### src/rtl/if_stage.sv
// if_stage: instruction fetch with credit-limited imem requests, a registered fetch FIFO and redirect flush.
// Optional IF_STAGE_MISALIGN_CHECK_EN adds if_misalign_o and blocks fetch after a misaligned redirect.
module if_stage #(
  parameter logic [31:0] RESET_PC   = 32'h0000_0000,
  parameter int          FIFO_DEPTH = 2
) (
  input  logic        clk,
  input  logic        arst_n,
  input  logic        redirect_i,
  input  logic [31:0] redirect_pc_i,
  output logic        imem_req_valid_o,
  input  logic        imem_req_ready_i,
  output logic [31:0] imem_req_addr_o,
  input  logic        imem_rsp_valid_i,
  input  logic [31:0] imem_rsp_data_i,
  output logic        if_valid_o,
  input  logic        if_ready_i,
  output logic [31:0] if_inst_o,
  output logic [31:0] if_pc_o
`ifdef IF_STAGE_MISALIGN_CHECK_EN
  ,output logic       if_misalign_o
`endif
);
  localparam int AW = $clog2(FIFO_DEPTH);
  localparam int CW = AW + 1;
  localparam logic [CW-1:0] DEPTH_C = CW'(FIFO_DEPTH);
  typedef enum logic [1:0] {BOOT, RUN, FLUSH} state_e;
  state_e state_q, state_d;
  logic [31:0] pc_q, pc_d, rpc;
  logic [CW-1:0] out_q, out_d, drop_q, drop_d, cnt_q, cnt_d;
  logic [AW-1:0] wr_q, wr_d, rd_q, rd_d, tw_q, tw_d, tr_q, tr_d;
  logic [31:0] inst_q [FIFO_DEPTH];
  logic [31:0] inst_d [FIFO_DEPTH];
  logic [31:0] ipc_q [FIFO_DEPTH];
  logic [31:0] ipc_d [FIFO_DEPTH];
  logic [31:0] tag_q [FIFO_DEPTH];
  logic [31:0] tag_d [FIFO_DEPTH];
  logic block, fire, push, pop;
`ifdef IF_STAGE_MISALIGN_CHECK_EN
  logic mis_q, mis_d;
  assign rpc = redirect_pc_i;
  assign block = mis_q;
  assign if_misalign_o = mis_q;
  assign mis_d = redirect_i ? (redirect_pc_i[1:0] != 2'b00) : mis_q;
  always_ff @(posedge clk or negedge arst_n)
    if (!arst_n) mis_q <= 1'b0;
    else mis_q <= mis_d;
`else
  assign rpc = redirect_pc_i & 32'hFFFF_FFFC;
  assign block = 1'b0;
`endif
  always_ff @(posedge clk or negedge arst_n)
    if (!arst_n) state_q <= BOOT;
    else state_q <= state_d;
  always_comb state_d = (drop_d != '0) ? FLUSH : RUN;
  always_comb begin
    imem_req_valid_o = (state_q != BOOT) & !redirect_i & !block & ((out_q + cnt_q) < DEPTH_C);
    imem_req_addr_o = pc_q;
    if_valid_o = cnt_q != '0;
    if_inst_o = inst_q[rd_q];
    if_pc_o = ipc_q[rd_q];
  end
  // The tag queue is never flushed: its occupancy always equals outstanding, so dropped words pop their stale tags.
  always_comb begin
    fire = imem_req_valid_o & imem_req_ready_i;
    push = imem_rsp_valid_i & (drop_q == '0) & !redirect_i;
    pop = if_valid_o & if_ready_i & !redirect_i;
    pc_d = redirect_i ? rpc : fire ? pc_q + 32'd4 : pc_q;
    out_d = out_q + CW'(fire) - CW'(imem_rsp_valid_i);
    drop_d = redirect_i ? out_d : (imem_rsp_valid_i && drop_q != '0) ? drop_q - CW'(1) : drop_q;
    tw_d = tw_q + AW'(fire);
    tr_d = tr_q + AW'(imem_rsp_valid_i);
    wr_d = redirect_i ? '0 : wr_q + AW'(push);
    rd_d = redirect_i ? '0 : rd_q + AW'(pop);
    cnt_d = redirect_i ? '0 : cnt_q + CW'(push) - CW'(pop);
    tag_d = tag_q;
    inst_d = inst_q;
    ipc_d = ipc_q;
    if (fire) tag_d[tw_q] = pc_q;
    if (push) begin
      inst_d[wr_q] = imem_rsp_data_i;
      ipc_d[wr_q] = tag_q[tr_q];
    end
  end
  always_ff @(posedge clk or negedge arst_n)
    if (!arst_n) begin
      pc_q <= RESET_PC;
      out_q <= '0;
      drop_q <= '0;
      cnt_q <= '0;
      wr_q <= '0;
      rd_q <= '0;
      tw_q <= '0;
      tr_q <= '0;
      inst_q <= '{default: '0};
      ipc_q <= '{default: '0};
      tag_q <= '{default: '0};
    end else begin
      pc_q <= pc_d;
      out_q <= out_d;
      drop_q <= drop_d;
      cnt_q <= cnt_d;
      wr_q <= wr_d;
      rd_q <= rd_d;
      tw_q <= tw_d;
      tr_q <= tr_d;
      inst_q <= inst_d;
      ipc_q <= ipc_d;
      tag_q <= tag_d;
    end
  a_no_overflow: assert property (@(posedge clk) disable iff (!arst_n) !(push && cnt_q == DEPTH_C && !pop));
endmodule
### config.mk
export PLATFORM = sky130hd
export DESIGN_NAME = if_stage
export DESIGN_NICKNAME = d
export VERILOG_FILES = /design/src/rtl/if_stage.sv
export SDC_FILE = /design/constraint.sdc
export NUM_CORES = 1
export LEC_CHECK = 0
export ABC_AREA = 1
export CORE_MARGIN = 1
export CORE_UTILIZATION = 50
export CTS_BUF_LIST = sky130_fd_sc_hd__clkbuf_8
export DETAILED_ROUTE_END_ITERATION = 6
export PLACE_DENSITY = 0.83
export SLEW_MARGIN = 20
export SYNTH_ARGS = -nofsm -noshare
export SYNTH_HDL_FRONTEND = slang
export SYNTH_SLANG_ARGS = --single-unit
### constraint.sdc
create_clock -name clk -period 2.1 [get_ports clk]
set_input_delay 0.315 -clock clk [delete_from_list [all_inputs] [get_ports clk]]
set_output_delay 0.315 -clock clk [all_outputs]
set_load 0.03 [all_outputs]
# == Yosys cells after proc, flatten, opt, wreduce, memory -nomap -nowiden ==
# Cells that the tools add are included.
# totals
word_cells,78
regBits,236
out_inout_bits,98
inputBits,70
# op_classes
n_lt_le_gt_ge,7
n_reduce_logical,10
add_sub_neg,11
bitwise,11
n_mux,24
# ops
op,n
$mux W32,13
$bwmux W64,3
$demux W32 S1,2
$add A32 B3 Y32 const B,1
$reduce_bool A2 Y1,5
$ge A2 B2 Y1 const B,4
$mux W2,4
$not A1 Y2,4
$and A1 B1 Y1,7
$add A1 B1 Y1,4
$add A2 B1 Y2,2
$lt A2 B1 Y1 const B,2
$sub A2 B1 Y2,2
$logic_and A1 B1 Y1,3
$add A2 B2 Y2,1
$logic_not A2 Y1,1
$lt A2 B2 Y1 const B,1
$mux W1,2
$sub A2 B1 Y2 const B,1
$logic_not A1 Y1,1

# == Logic depth before layout (Yosys ltp) ==
# Gate-level depths: netlist (run 1).
# logic_depth
depth_word,9
ltp_mapped,14
mapped_depth_nobuf,13

# == Worst setup path before layout (run 1) ==
# Ideal clock, no wire load.
# synth_path
path_kind,reg-to-reg
from,register cnt_q[1]
to,register state_q[1]
required_ps,1982
setup_slack_ps,52
setup_time_ps,118
arrival_time_ps,1929
n_path_buf,1
period_less_slack_ps,2048
stages_incl_launch_ff,15
cell_sequence,dfrtp_1 > inv_1 > nand2_1 > nand3b_1 > nand4_1 > buf_2 > ha_1 > inv_1 > ha_1 > xnor2_1 > xnor2_1 > nand2_1 > nand2_1 > nor2_1 > inv_1
# synth_via
elab_chain_len,9
# synth_rtl
element,line,source
from (decl),30,"logic [CW-1:0] out_q, out_d, drop_q, drop_d, cnt_q, cnt_d;"
from (signal assigned),102,cnt_q <= cnt_d;
$add A2 B2 Y2,57,imem_req_valid_o = (state_q != BOOT) & !redirect_i & !block & ((out_q + cnt_q) < DEPTH_C);
$lt A2 B2 Y1,57,
$and A1 B1 Y1,57,
$and A1 B1 Y1,65,fire = imem_req_valid_o & imem_req_ready_i;
$add A2 B1 Y2,69,out_d = out_q + CW'(fire) - CW'(imem_rsp_valid_i);
$sub A2 B1 Y2,69,
net out_d[1],30,
$mux W2,70,drop_d = redirect_i ? out_d : (imem_rsp_valid_i && drop_q != '0) ? drop_q - CW'(1) : drop_q;
net drop_d[1],30,
$reduce_bool A2 Y1,55,always_comb state_d = (drop_d != '0) ? FLUSH : RUN;
$mux W2,55,
net state_d[1],28,"state_e state_q, state_d;"
to (signal assigned),54,else state_q <= state_d;
to (decl),28,
# The timed path passes the listed nets, and every way through them passes these cells.
# A chain may end at the register's enable or synchronous reset.

# == Worst setup path after layout (run 1) ==
# layout_path
from,register pc_q[11] (netlist: imem_req_addr_o[11])
to,output port imem_req_addr_o[11]
# layout_rtl
element,line,source
from (decl),29,"logic [31:0] pc_q, pc_d, rpc;"
from (signal assigned),99,pc_q <= pc_d;
to (decl),13,"output logic [31:0] imem_req_addr_o,"
# No word-level cell between the ends.

==> run_results.csv, run 1 <==
group,metric,value,unit
clock_tree,clockRootBuffer,"clkbuf_8",
sta,final-hold-violation-count,0,
finish,num_antenna_cells,0,
critical_path,r2r_setup_slack,70,ps
placement,port_buffers,161,
synthesis,synth_area_leaders,"dfrtp_1, nand2_1, o21ai_0",
critical_path,crit_end,"imem_req_addr_o[11]",
global_routing,grt_pass1_vias,9246,
sta,slew-limit-headroom,0.603,
floorplan,initial_core_util,0.516,
pwr,finalPower,18.5,mW
critical_path,cp_top_family,"buffers and inverters",
pwr,seqPwrFrac,0.386,
finish,multi_input_area,4240,sq um
finish,seq_area,5660,sq um
global_routing,antenna_found_initial,0,
drt,wl,27600,microns
pwr,p_int,10.9,mW
critical_path,r2r_cells,12,
critical_path,required,1780,ps
placement,dp_hpwl,18400,microns
finish,mostFrequentLayoutCell,"nand2_1",
drt,viasPerCell,5.25,
placement,placed_cell_area,12600,sq um
critical_path,startpoint_type,"register",
drt,ant_nets,0,
synthesis,synth-seq-area-share,0.535,
pwr,p_leak,6.71,nW
finish,final_cell_mix,"nand2_1, dfrtp_1, o21ai_0",
sta,worst_slack,38.3,ps
placement,pre_cts_slack,-224,ps
critical_path,cp.arrival,1750,ps
floorplan,io_pins,168,
synthesis,yosys_register_bits,226,
sta,final-max-slew-violation-count,0,
drt,drt_iter0_markers,829,
floorplan,rows,52,
critical_path,crit_fanout,7,
floorplan,die_h,147,microns
critical_path,cp_slowest_cell,"clkdlybuf4s50_1",
placement,gp_congestion,0.889,
clock_tree,cts_buffers,38,
sta,rsz0062_at_grt,"true",
run,maxCapViolations,0,
synthesis,synth_cell_types,28,
global_routing,grt_max_degree,65,
finish,synthToLayoutAreaGrowth,27.6,%
clock_tree,clkLatencyLatePin,520,ps
drt,dr.pass1.iters,5,
drt,drc_errors,0,
pwr,combPwrFrac,0.419,
finish,drive_gt1_frac,0.133,
sta,worst_slew_pin_slew,596,ps
drt,wl_per_cell,15.3,microns
synthesis,yosys_warnings,0,
sta,period_needed,2060,ps
finish,final_util,0.658,
global_routing,overflow,0,
critical_path,endpoint_kind,"output port",
global_routing,track_usage,0.262,
clock_tree,cts_max_level,2,
clock_tree,clock_sink_count,226,
critical_path,path_buf_inv,1,
synthesis,synth_largest_area_cell,"dfrtp_1",
pwr,clock_power_share,0.195,
pwr,p_sw_frac,0.412,
sta,finClkSkew,12.0,ps
critical_path,timing.rr.end,"state_q[0]",
run_status,status,"complete, no violations",
pwr,power_density,1370,nW/um^2
critical_path,startpoint,"imem_req_addr_o[11]",
floorplan,fp.dieW,147,microns
floorplan,die_area,21700,sq um
critical_path,crit_cells,1,
sta,finalSetupTns,0,ps
pwr,ir_drop,0.741,mV
synthesis,syn_area,10600,sq um
clock_tree,cts_tree,"built",
synthesis,synth_top_area_share,0.535,
finish,nFillCells,1663,
finish,nets,1595,
sta,max_freq,485,MHz
critical_path,slowest_delay,730,ps
synthesis,syn-mean-instance-area,7.88,sq um
critical_path,worstPathCellList,"clkdlybuf4s50_1",
sta,period_share,0.982,
critical_path,r2r-start,"cnt_q[1]",
global_routing,grt_pass1_wl,45700,microns
critical_path,critical_path_class,"reg2out",
clock_tree,clk_path_buf_depth,3,
clock_tree,clkTransAtPathRegs,60,ps
finish,design_area,13500,sq um
sta,setup_viol,0,
floorplan,coreArea,20500,sq um
drt,via_count,9489,
pwr,switchingPower,7.60,mW
synthesis,syn_inst,1342,
hold_path,hold_path.class,"in2async",
-- logic make-up after synthesis --
family / after synthesis / synth area share
fa+ha+maj: 10 / 0.0118
xor+xnor: 13 / 0.0108
buf+inv: 190 / 0.0707
compound gates: 230 / 0.111
other cells: 1 / 0.000355
flops: 226 / 0.535
mux: 5 / 0.00533
simple gates: 667 / 0.255
-- worst reg2reg max path, stage by stage, from the launching register on --
cell,delay (ps)
dfrtp_2,450
inv_2,70
nand2_1,50
nand3_1,90
nand4_1,120
ha_1,300
inv_1,40
ha_2,170
xnor2_2,130
xnor2_1,210
nand2_1,110
nand2_2,100
nor2_2,50
-- timing repair --
action,CTS,global route
buffers inserted,7,3
hold buffers,1,0
gates resized for setup,83,102
pin swaps,0,5
setup endpoints to repair,68,97
endpoints found under the hold margin,50,0
cloned,2,0
-- cell usage after synthesis --
master / count
clkbuf_1: 63
buf_6: 1
inv_1: 111
dfrtp_1: 226
nand3_1: 81
mux2_2: 5
nand2_2: 4
a21boi_0: 7
o21ai_0: 187
nand4_1: 1
clkinv_1: 1
and2_1: 2
ha_1: 10
nand3b_1: 1
a21oi_1: 26
nand2_4: 1
buf_4: 5
or2_2: 1
nand2_1: 504
inv_2: 3
nor2_1: 59
xnor2_1: 6
nor2_2: 7
xor2_1: 7
conb_1: 1
o21ai_1: 10
buf_2: 6
nor2_4: 6
-- layout make-up --
type / count / share of cell area
Multi-Input combinational cell: 929 / 0.315
Clock inverter: 16 / 0.00473
Clock buffer: 46 / 0.0470
Tap cell: 270 / 0.0251
Sequential cell: 226 / 0.420
Inverter: 115 / 0.0323
Timing Repair Buffer: 205 / 0.157
-- worst min path at each step --
| stage | cells past startpoint | slack, ps | endpoint | from |
|---|---|---|---|---|
| 6_report | 2 | 350 | inst_q[11] | arst_n |
| 4_1_cts | 2 | 330 | inst_q[57] | arst_n |
| 5_1_grt | 3 | 360 | imem_req_addr_o[15] | redirect_pc_i[15] |
| 2_1_floorplan | 0 | 20 | cnt_q[0] | arst_n |
| 3_5_place_dp | 1 | 270 | inst_q[11] | arst_n |
| 3_3_place_gp | 1 | 270 | inst_q[11] | arst_n |
-- metal layers --
layer / part of all wire / track usage
met1: 0.44 / 0.369
met2: 0.47 / 0.417
met3: 0.070 / 0.0410
met4: 0.021 / 0.0856
met5: 0 / 0
-- registers in the layout, summed over array words and instances, names as in the netlist --
| signal | flops |
|---|---|
| out_q | 2 |
| tr_q | 1 |
| state_q | 2 |
| cnt_q | 2 |
| imem_req_addr_o | 30 |
| rd_q | 1 |
| inst_q | 64 |
| tw_q | 1 |
| tag_q | 60 |
| drop_q | 2 |
| ipc_q | 60 |
| wr_q | 1 |
-- power by group through the flow --
stage          registers [mW]  clock network [mW]  logic (mW)
2_1_floorplan            7.08                   0        4.54
3_3_place_gp             7.07                   0        7.35
3_5_place_dp             7.15                   0        7.57
4_1_cts                  7.10                3.68        7.57
5_1_grt                  7.32                3.89        8.51
6_report                 7.12                3.61        7.73
-- through the flow --
stage	instances	hold WS, ps
2_1_floorplan	1345	19.4
3_3_place_gp	1732	269
3_5_place_dp	1732	270
4_1_cts	1804	328
5_1_grt	1807	359
6_report	1807	349
No activity file was read; power rests on OpenSTA's default activity.
==> run 2: changes to the inputs <==
Settings changed: HOLD_SLACK_MARGIN set to 0.03.
==> results of run 2 <==
Final layout, timing and power as in run 1 (identical DEF).
==> run 3: changes to the inputs <==
Settings changed: ABC_CLOCK_PERIOD_IN_PS set to 2100.
==> results of run 3 <==
Final layout, timing and power as in run 1 (identical DEF).
